File: src/rtl/pixel_stream_packer_if.sv
// rtl/pixel_stream_packer_if.sv - pixel input and video stream output bundle
// slave is the packer side, master is the upstream generator / sink side.
interface pixel_stream_packer_if #(
   parameter int DATA_WIDTH = 32,
   parameter int RBG_SIZE   = 24
);
   logic                  in_valid;
   logic                  in_ready;
   logic [DATA_WIDTH-1:0] in_x;
   logic [DATA_WIDTH-1:0] in_y;
   logic [RBG_SIZE-1:0]   in_colour;
   logic [RBG_SIZE-1:0]   out_data;
   logic                  out_sop;
   logic                  out_eop;
   logic                  out_valid;
   logic                  out_ready;
   logic                  sync_err;
   logic [15:0]           frame_count;

   modport slave (
      input  in_valid, in_x, in_y, in_colour, out_ready,
      output in_ready, out_data, out_sop, out_eop, out_valid, sync_err, frame_count
   );

   modport master (
      output in_valid, in_x, in_y, in_colour, out_ready,
      input  in_ready, out_data, out_sop, out_eop, out_valid, sync_err, frame_count
   );
endinterface

File: src/rtl/pixel_stream_packer.sv
// rtl/pixel_stream_packer.sv - raster-checked pixel to sop/eop video stream packer
// Pixels are checked against the expected raster position and buffered in a fall-through FIFO.
module pixel_stream_packer #(
   parameter int DATA_WIDTH    = 32,
   parameter int RBG_SIZE      = 24,
   parameter int SCREEN_WIDTH  = 640,
   parameter int SCREEN_HEIGHT = 480,
   parameter int FIRST_ROW     = 480,
   parameter int FIFO_DEPTH    = 8
) (
   input logic                  clk,
   input logic                  reset,
   pixel_stream_packer_if.slave bus
);
   localparam int AW = $clog2(FIFO_DEPTH);
   localparam int EW = RBG_SIZE + 2;
   localparam logic [DATA_WIDTH-1:0] LP_FIRST_ROW = DATA_WIDTH'(FIRST_ROW);
   localparam logic [DATA_WIDTH-1:0] LP_LAST_ROW  = DATA_WIDTH'(FIRST_ROW - SCREEN_HEIGHT + 1);
   localparam logic [DATA_WIDTH-1:0] LP_LAST_X    = DATA_WIDTH'(SCREEN_WIDTH - 1);
   localparam logic [DATA_WIDTH-1:0] LP_ONE       = DATA_WIDTH'(1);
   localparam logic [AW:0]           LP_DEPTH     = (AW+1)'(FIFO_DEPTH);

   typedef enum logic {ST_SEEK, ST_STREAM} state_t;

   state_t                r_state;
   state_t                w_state_nx;
   logic [DATA_WIDTH-1:0] r_exp_x;
   logic [DATA_WIDTH-1:0] r_exp_y;
   logic [DATA_WIDTH-1:0] w_exp_x_nx;
   logic [DATA_WIDTH-1:0] w_exp_y_nx;

   logic [EW-1:0]         r_mem [FIFO_DEPTH];
   logic [AW-1:0]         r_wr_ptr;
   logic [AW-1:0]         r_rd_ptr;
   logic [AW:0]           r_count;
   logic                  r_sync_err;
   logic [15:0]           r_frame_count;

   logic                  w_full;
   logic                  w_empty;
   logic                  w_accept;
   logic                  w_pop;
   logic                  w_push;
   logic                  w_push_sop;
   logic                  w_push_eop;
   logic                  w_err;
   logic                  w_is_first;
   logic                  w_is_last;
   logic                  w_match;
   logic [EW-1:0]         w_head;

   assign w_full     = (r_count == LP_DEPTH);
   assign w_empty    = (r_count == '0);
   assign w_accept   = bus.in_valid & ~w_full;
   assign w_pop      = ~w_empty & bus.out_ready;
   assign w_is_first = (bus.in_x == '0) && (bus.in_y == LP_FIRST_ROW);
   assign w_is_last  = (bus.in_x == LP_LAST_X) && (bus.in_y == LP_LAST_ROW);
   assign w_match    = (bus.in_x == r_exp_x) && (bus.in_y == r_exp_y);

   always_ff @(posedge clk) begin
      if (reset) begin
         r_state <= ST_SEEK;
         r_exp_x <= '0;
         r_exp_y <= LP_FIRST_ROW;
      end else begin
         r_state <= w_state_nx;
         r_exp_x <= w_exp_x_nx;
         r_exp_y <= w_exp_y_nx;
      end
   end

   always_comb begin
      w_state_nx = r_state;
      w_exp_x_nx = r_exp_x;
      w_exp_y_nx = r_exp_y;
      w_push     = 1'b0;
      w_push_sop = 1'b0;
      w_push_eop = 1'b0;
      w_err      = 1'b0;
      if (w_accept) begin
         case (r_state)
            ST_SEEK: begin
               if (w_is_first) begin
                  w_push     = 1'b1;
                  w_push_sop = 1'b1;
                  w_state_nx = ST_STREAM;
                  w_exp_x_nx = LP_ONE;
                  w_exp_y_nx = LP_FIRST_ROW;
               end
            end
            ST_STREAM: begin
               if (w_match) begin
                  w_push     = 1'b1;
                  w_push_sop = w_is_first;
                  w_push_eop = w_is_last;
                  if (w_is_last) begin
                     w_exp_x_nx = '0;
                     w_exp_y_nx = LP_FIRST_ROW;
                  end else if (r_exp_x == LP_LAST_X) begin
                     w_exp_x_nx = '0;
                     w_exp_y_nx = r_exp_y - LP_ONE;
                  end else begin
                     w_exp_x_nx = r_exp_x + LP_ONE;
                  end
               end else begin
                  // A misplaced frame-start pixel resyncs immediately instead of via SEEK.
                  w_err = 1'b1;
                  if (w_is_first) begin
                     w_push     = 1'b1;
                     w_push_sop = 1'b1;
                     w_exp_x_nx = LP_ONE;
                     w_exp_y_nx = LP_FIRST_ROW;
                  end else begin
                     w_state_nx = ST_SEEK;
                     w_exp_x_nx = '0;
                     w_exp_y_nx = LP_FIRST_ROW;
                  end
               end
            end
            default: w_state_nx = ST_SEEK;
         endcase
      end
   end

   always_ff @(posedge clk) begin
      if (w_push) begin
         r_mem[r_wr_ptr] <= {bus.in_colour, w_push_sop, w_push_eop};
      end
   end

   always_ff @(posedge clk) begin
      if (reset) begin
         r_wr_ptr      <= '0;
         r_rd_ptr      <= '0;
         r_count       <= '0;
         r_sync_err    <= 1'b0;
         r_frame_count <= '0;
      end else begin
         r_sync_err <= w_err;
         if (w_push) begin
            r_wr_ptr <= r_wr_ptr + 1'b1;
         end
         if (w_pop) begin
            r_rd_ptr <= r_rd_ptr + 1'b1;
         end
         case ({w_push, w_pop})
            2'b10:   r_count <= r_count + 1'b1;
            2'b01:   r_count <= r_count - 1'b1;
            default: r_count <= r_count;
         endcase
         if (w_push && w_push_eop) begin
            r_frame_count <= r_frame_count + 16'd1;
         end
      end
   end

   // Head fields are forced to zero while empty so reset presents clean outputs.
   assign w_head          = r_mem[r_rd_ptr];
   assign bus.in_ready    = ~w_full;
   assign bus.out_valid   = ~w_empty;
   assign bus.out_data    = w_empty ? '0 : w_head[EW-1:2];
   assign bus.out_sop     = ~w_empty & w_head[1];
   assign bus.out_eop     = ~w_empty & w_head[0];
   assign bus.sync_err    = r_sync_err;
   assign bus.frame_count = r_frame_count;
endmodule

File: src/flat_wrapper.sv
// flat-port wrapper written by rule: the top's interface ports become plain ports
module pixel_stream_packer_flat 
#(
   parameter int DATA_WIDTH    = 32,
   parameter int RBG_SIZE      = 24,
   parameter int SCREEN_WIDTH  = 640,
   parameter int SCREEN_HEIGHT = 480,
   parameter int FIRST_ROW     = 480,
   parameter int FIFO_DEPTH    = 8
)
  (clk, reset, bus_in_valid, bus_in_x, bus_in_y, bus_in_colour, bus_out_ready, bus_in_ready, bus_out_data, bus_out_sop, bus_out_eop, bus_out_valid, bus_sync_err, bus_frame_count);
  pixel_stream_packer_if #(.DATA_WIDTH(DATA_WIDTH), .RBG_SIZE(RBG_SIZE)) bus_i ();
  input logic clk;
  input logic reset;
  input wire logic [$bits(bus_i.in_valid)-1:0] bus_in_valid;
  input wire logic [$bits(bus_i.in_x)-1:0] bus_in_x;
  input wire logic [$bits(bus_i.in_y)-1:0] bus_in_y;
  input wire logic [$bits(bus_i.in_colour)-1:0] bus_in_colour;
  input wire logic [$bits(bus_i.out_ready)-1:0] bus_out_ready;
  output wire logic [$bits(bus_i.in_ready)-1:0] bus_in_ready;
  output wire logic [$bits(bus_i.out_data)-1:0] bus_out_data;
  output wire logic [$bits(bus_i.out_sop)-1:0] bus_out_sop;
  output wire logic [$bits(bus_i.out_eop)-1:0] bus_out_eop;
  output wire logic [$bits(bus_i.out_valid)-1:0] bus_out_valid;
  output wire logic [$bits(bus_i.sync_err)-1:0] bus_sync_err;
  output wire logic [$bits(bus_i.frame_count)-1:0] bus_frame_count;
  assign bus_i.in_valid = bus_in_valid;
  assign bus_i.in_x = bus_in_x;
  assign bus_i.in_y = bus_in_y;
  assign bus_i.in_colour = bus_in_colour;
  assign bus_i.out_ready = bus_out_ready;
  assign bus_in_ready = bus_i.in_ready;
  assign bus_out_data = bus_i.out_data;
  assign bus_out_sop = bus_i.out_sop;
  assign bus_out_eop = bus_i.out_eop;
  assign bus_out_valid = bus_i.out_valid;
  assign bus_sync_err = bus_i.sync_err;
  assign bus_frame_count = bus_i.frame_count;
  pixel_stream_packer #(.DATA_WIDTH(DATA_WIDTH), .RBG_SIZE(RBG_SIZE), .SCREEN_WIDTH(SCREEN_WIDTH), .SCREEN_HEIGHT(SCREEN_HEIGHT), .FIRST_ROW(FIRST_ROW), .FIFO_DEPTH(FIFO_DEPTH)) u_core (.clk(clk), .reset(reset), .bus(bus_i));
endmodule
File: config.mk
export PLATFORM = sky130hd
export DESIGN_NAME = pixel_stream_packer_flat
export DESIGN_NICKNAME = d
export VERILOG_FILES = /design/src/rtl/pixel_stream_packer_if.sv /design/src/rtl/pixel_stream_packer.sv /design/src/flat_wrapper.sv
export SDC_FILE = /design/constraint.sdc
export NUM_CORES = 1
export LEC_CHECK = 0
export ABC_CLOCK_PERIOD_IN_PS = 3500
export BUFFER_PORTS_ARGS = -buffer_cell sky130_fd_sc_hd__buf_2
export CAP_MARGIN = 20
export CORE_MARGIN = 2
export CORE_UTILIZATION = 50
export DETAILED_ROUTE_END_ITERATION = 12
export HOLD_SLACK_MARGIN = 0.06
export PLACE_DENSITY = 0.78
export SYNTH_ARGS = -nofsm -noshare
export SYNTH_HDL_FRONTEND = slang
export SYNTH_SLANG_ARGS = --single-unit
File: constraint.sdc
create_clock -name clk -period 3.5 [get_ports clk]
set_input_delay 0.175 -clock clk [delete_from_list [all_inputs] [get_ports clk]]
set_output_delay 0.175 -clock clk [all_outputs]
set_load 0.02 [all_outputs]
==> results.toml <==
[power]
ir_drop_mv = 0.377
clock_power_share_pct = 44.6
p_int_uw = 5770
power.density_nw_per_um2 = 452
p_sw_uw = 1520
seq_power_share_pct = 52.3
p_comb_share_pct = 3.0
switching_share_pct = 20.9
power.leakage_uw = 0.00532

[detailed_routing]
ant_nets = 0
vias = 9605
firstDrtPassIters = 6
post_drt_wl_per_cell_um = 21.2
dr.first_iter.drc_count = 827
drc = 0
wirelength_mm = 33.7
vias_per_cell = 6.03

[yosys]
synth_top_area_share_pct = 45.8
synth_seq_cells = 303
synthFlopType = "edfxtp_1"
yosys.area_share.simple_pct = 14.8
netlist_instances = 1060
synth_top_area_cell = "edfxtp_1"
synthXorXnorAreaFrac_pct = 6.23
syn_area_per_cell_um2 = 12.9
synth_top_family_by_area = "simple AND/OR/NAND/NOR gates"
ys_async_sr_fraction_pct = 0
ys_types = 57
synthTopCellsByCount = "208 x edfxtp_1, 95 x dfxtp_1, 94 x nor2_1"
synth_nets = 1160
synth.most_common_cell = "edfxtp_1"
synth_compound_gate_area_share_pct = 5.53
synth_edf_count = 208
synthMuxAreaShare_pct = 10.8
ys_seq_area_share_pct = 59.8
ys_warn_count = 0
synth_area_leaders = "edfxtp_1 46%, dfxtp_1 14%, mux4_2 8.6%"
synthAdderAreaFrac_pct = 0.734
syn_area_um2 = 13600

[hold_path]
whs_endpoint = "u_core.r_state"
holdCritPathClass = "input port to register"
hold_start = "reset"
hold_depth = 2

[worst_setup_path]
reg2reg_to = "u_core.r_count[2]"
reg2reg_depth = 13
worst_ep_required_time_ns = 3.99
end_kind = "register"
start_kind = "register"
worst_ep_arrival_time_ns = 3.75
ff2ff_setup_slack_ns = 0.23
crit_fanout = 7
crit_type = "register to register"
r2r-start = "u_core.r_exp_x[23]"

[clock_network]
cts_resized = 0
cts_setup_buffers = 0
cts_buffer_depth = 3
cts_sinks = 303
numCtsBuffers = 31
clk_pin_slew_ns = 0.06
htree_levels = 1
root_buffer = "clkbuf_16"
cts_tree = "yes"
clk_latency_ns = 0.57

[die]
initial_core_util_pct = 50.7
die_h_um = 169
die_x_um = 169
die_area_um2 = 28600
row_count = 60
core-area_um2 = 26900
ios = 137

[timing]
slew_viol_final = 0
rsz0062_at_grt = "no"
tightest_slew_ns = 1.02
period_minus_slack_ns = 3.27
finalSetupViolations = 0
finalClockSkew_ns = 0.0138
setup_tns_ns = 0
clock.fmax_mhz = 306
relSlewSlack_pct = 32.2
final.period_utilization_pct = 93.3
whs_ns = 0.114
hold_violations = 0

[global_routing]
first_global_vias = 9259
grt_pass1_wl_mm = 51.6
antenna_found_initial = 0
grt_max_degree = 35
overflow = 0
track_usage_pct = 23.2

[status]
outcome = "complete, no violations"

[placed_design]
io_buffers = 136
gp_congestion = 0.939
place_hpwl_mm = 21.1

[layout]
fin_util_pct = 60.1
nets = 1326
nFillCells = 2096
drive_gt1_share_pct = 23.6
area.growth.synth_to_final_pct = 18.5

[job]
drv_cap = 0
[how the worst max path moves through the flow]
| stage | startpoint | endpoint | slack, ns | depth (start not counted) |
|---|---|---|---|---|
| 3_3_place_gp | bus_in_x[20] | u_core.r_count[2] | 0.33 | 13 |
| 3_5_place_dp | bus_in_x[20] | u_core.r_count[2] | 0.28 | 13 |
| 4_1_cts | u_core.r_exp_x[23] | u_core.r_count[2] | 0.33 | 13 |
| 2_1_floorplan | bus_in_x[26] | u_core.r_mem[7][0] | 0.34 | 7 |
| 5_1_grt | u_core.r_exp_x[23] | u_core.r_count[2] | 0.08 | 13 |
| 6_report | u_core.r_exp_x[23] | u_core.r_count[2] | 0.23 | 13 |
[stage by stage]
step | power [µW] | instance area, µm² | worst slack (ns) | instances
2_1_floorplan | 3970 | 13600 | 0.344 | 1060
3_3_place_gp | 4080 | 14900 | 0.329 | 1508
3_5_place_dp | 4090 | 14900 | 0.275 | 1508
4_1_cts | 7340 | 16100 | 0.333 | 1590
5_1_grt | 7480 | 16100 | 0.0819 | 1591
6_report | 7300 | 16200 | 0.234 | 1592
[critical path, stage by stage (launching register included)]
cell and delay [ns]:
dfxtp_1 0.38, xnor2_1 0.33, nand4_1 0.14, nor4_1 0.45
nand4_2 0.17, o22ai_1 0.27, inv_1 0.12, ha_1 0.28
xor2_1 0.17, ha_1 0.19, a21oi_1 0.14, xor2_1 0.09
or3_1 0.30, a21oi_1 0.15
[layout by cell type (no fill, tap or decap), drive strengths merged, types with 8 or more instances in the layout]
| master | Yosys | final |
|---|---|---|
| nand3 | 43 | 43 |
| nand2 | 65 | 65 |
| inv | 14 | 16 |
| clkbuf | 33 | 37 |
| clkinv | 0 | 12 |
| buf | 25 | 166 |
| mux2i | 30 | 30 |
| mux4 | 52 | 52 |
| xnor2 | 78 | 78 |
| xor2 | 19 | 19 |
| ha | 8 | 8 |
| nand4 | 41 | 41 |
| o21a | 8 | 8 |
| edfxtp | 208 | 208 |
| o21ai | 22 | 22 |
| nor4 | 30 | 30 |
| nand2b | 9 | 9 |
| nor2 | 94 | 94 |
| a21oi | 31 | 31 |
| and3 | 10 | 10 |
| dfxtp | 95 | 95 |
| or3 | 20 | 20 |
| nor3 | 32 | 32 |
| dlygate4sd3 | 0 | 25 |
| or4 | 10 | 10 |
[routing by layer]
| layer | track usage, % | vias to the layer above | routed length [µm] |
|---|---|---|---|
| met2 | 39.6 | 490 | 16600 |
| li1 | - | 4396 | - |
| met5 | 0 | - | 0 |
| met3 | 4.86 | 68 | 2990 |
| met4 | 6.39 | 0 | 715 |
| met1 | 30.2 | 4651 | 13500 |
[power by group through the flow]
stage / registers (µW) / logic [µW] / clock network [µW]
floorplan: 3900 / 67.6 / 0
global route: 3820 / 235 / 3430
finish: 3820 / 221 / 3260
CTS: 3820 / 217 / 3310
global placement: 3900 / 188 / 0
detailed placement: 3900 / 192 / 0
[layout make-up]
class,instances,area (µm²),area share (%)
antenna,1,2.50,0.0155
tap,341,427,2.64
multi-input combinational,685,5230,32.4
inverter,14,52.6,0.325
timing repair buffer,191,1280,7.93
clock inverter,20,204,1.26
clock buffer,37,798,4.94
sequential,303,8150,50.5
[cell families (layout without fill, tap and decap cells)]
| logic type | after synthesis | after routing |
|---|---|---|
| AO/OA/AOI/OAI | 114 | 114 |
| XOR/XNOR | 97 | 97 |
| adder cells (fa/ha/maj) | 8 | 8 |
| buffers and inverters | 72 | 262 |
| flip-flops | 303 | 303 |
| multiplexers | 82 | 82 |
| other | 0 | 1 |
| AND/OR/NAND/NOR | 384 | 384 |
[timing repair]
item,CTS,global route
hold endpoints to repair,193,0
setup endpoints to repair,0,0
hold buffers,25,0
[sequential cells by signal, summed over array words and instances (netlist names), named ones only]
| name | count |
|---|---|
| u_core.r_state | 1 |
| u_core.r_exp_y | 32 |
| u_core.bus.frame_count | 16 |
| u_core.r_mem | 208 |
| u_core.bus.sync_err | 1 |
| u_core.r_exp_x | 32 |
| u_core.r_wr_ptr | 3 |
| u_core.r_count | 4 |
| u_core.r_rd_ptr | 3 |
Power figures use the tool's default switching activity.
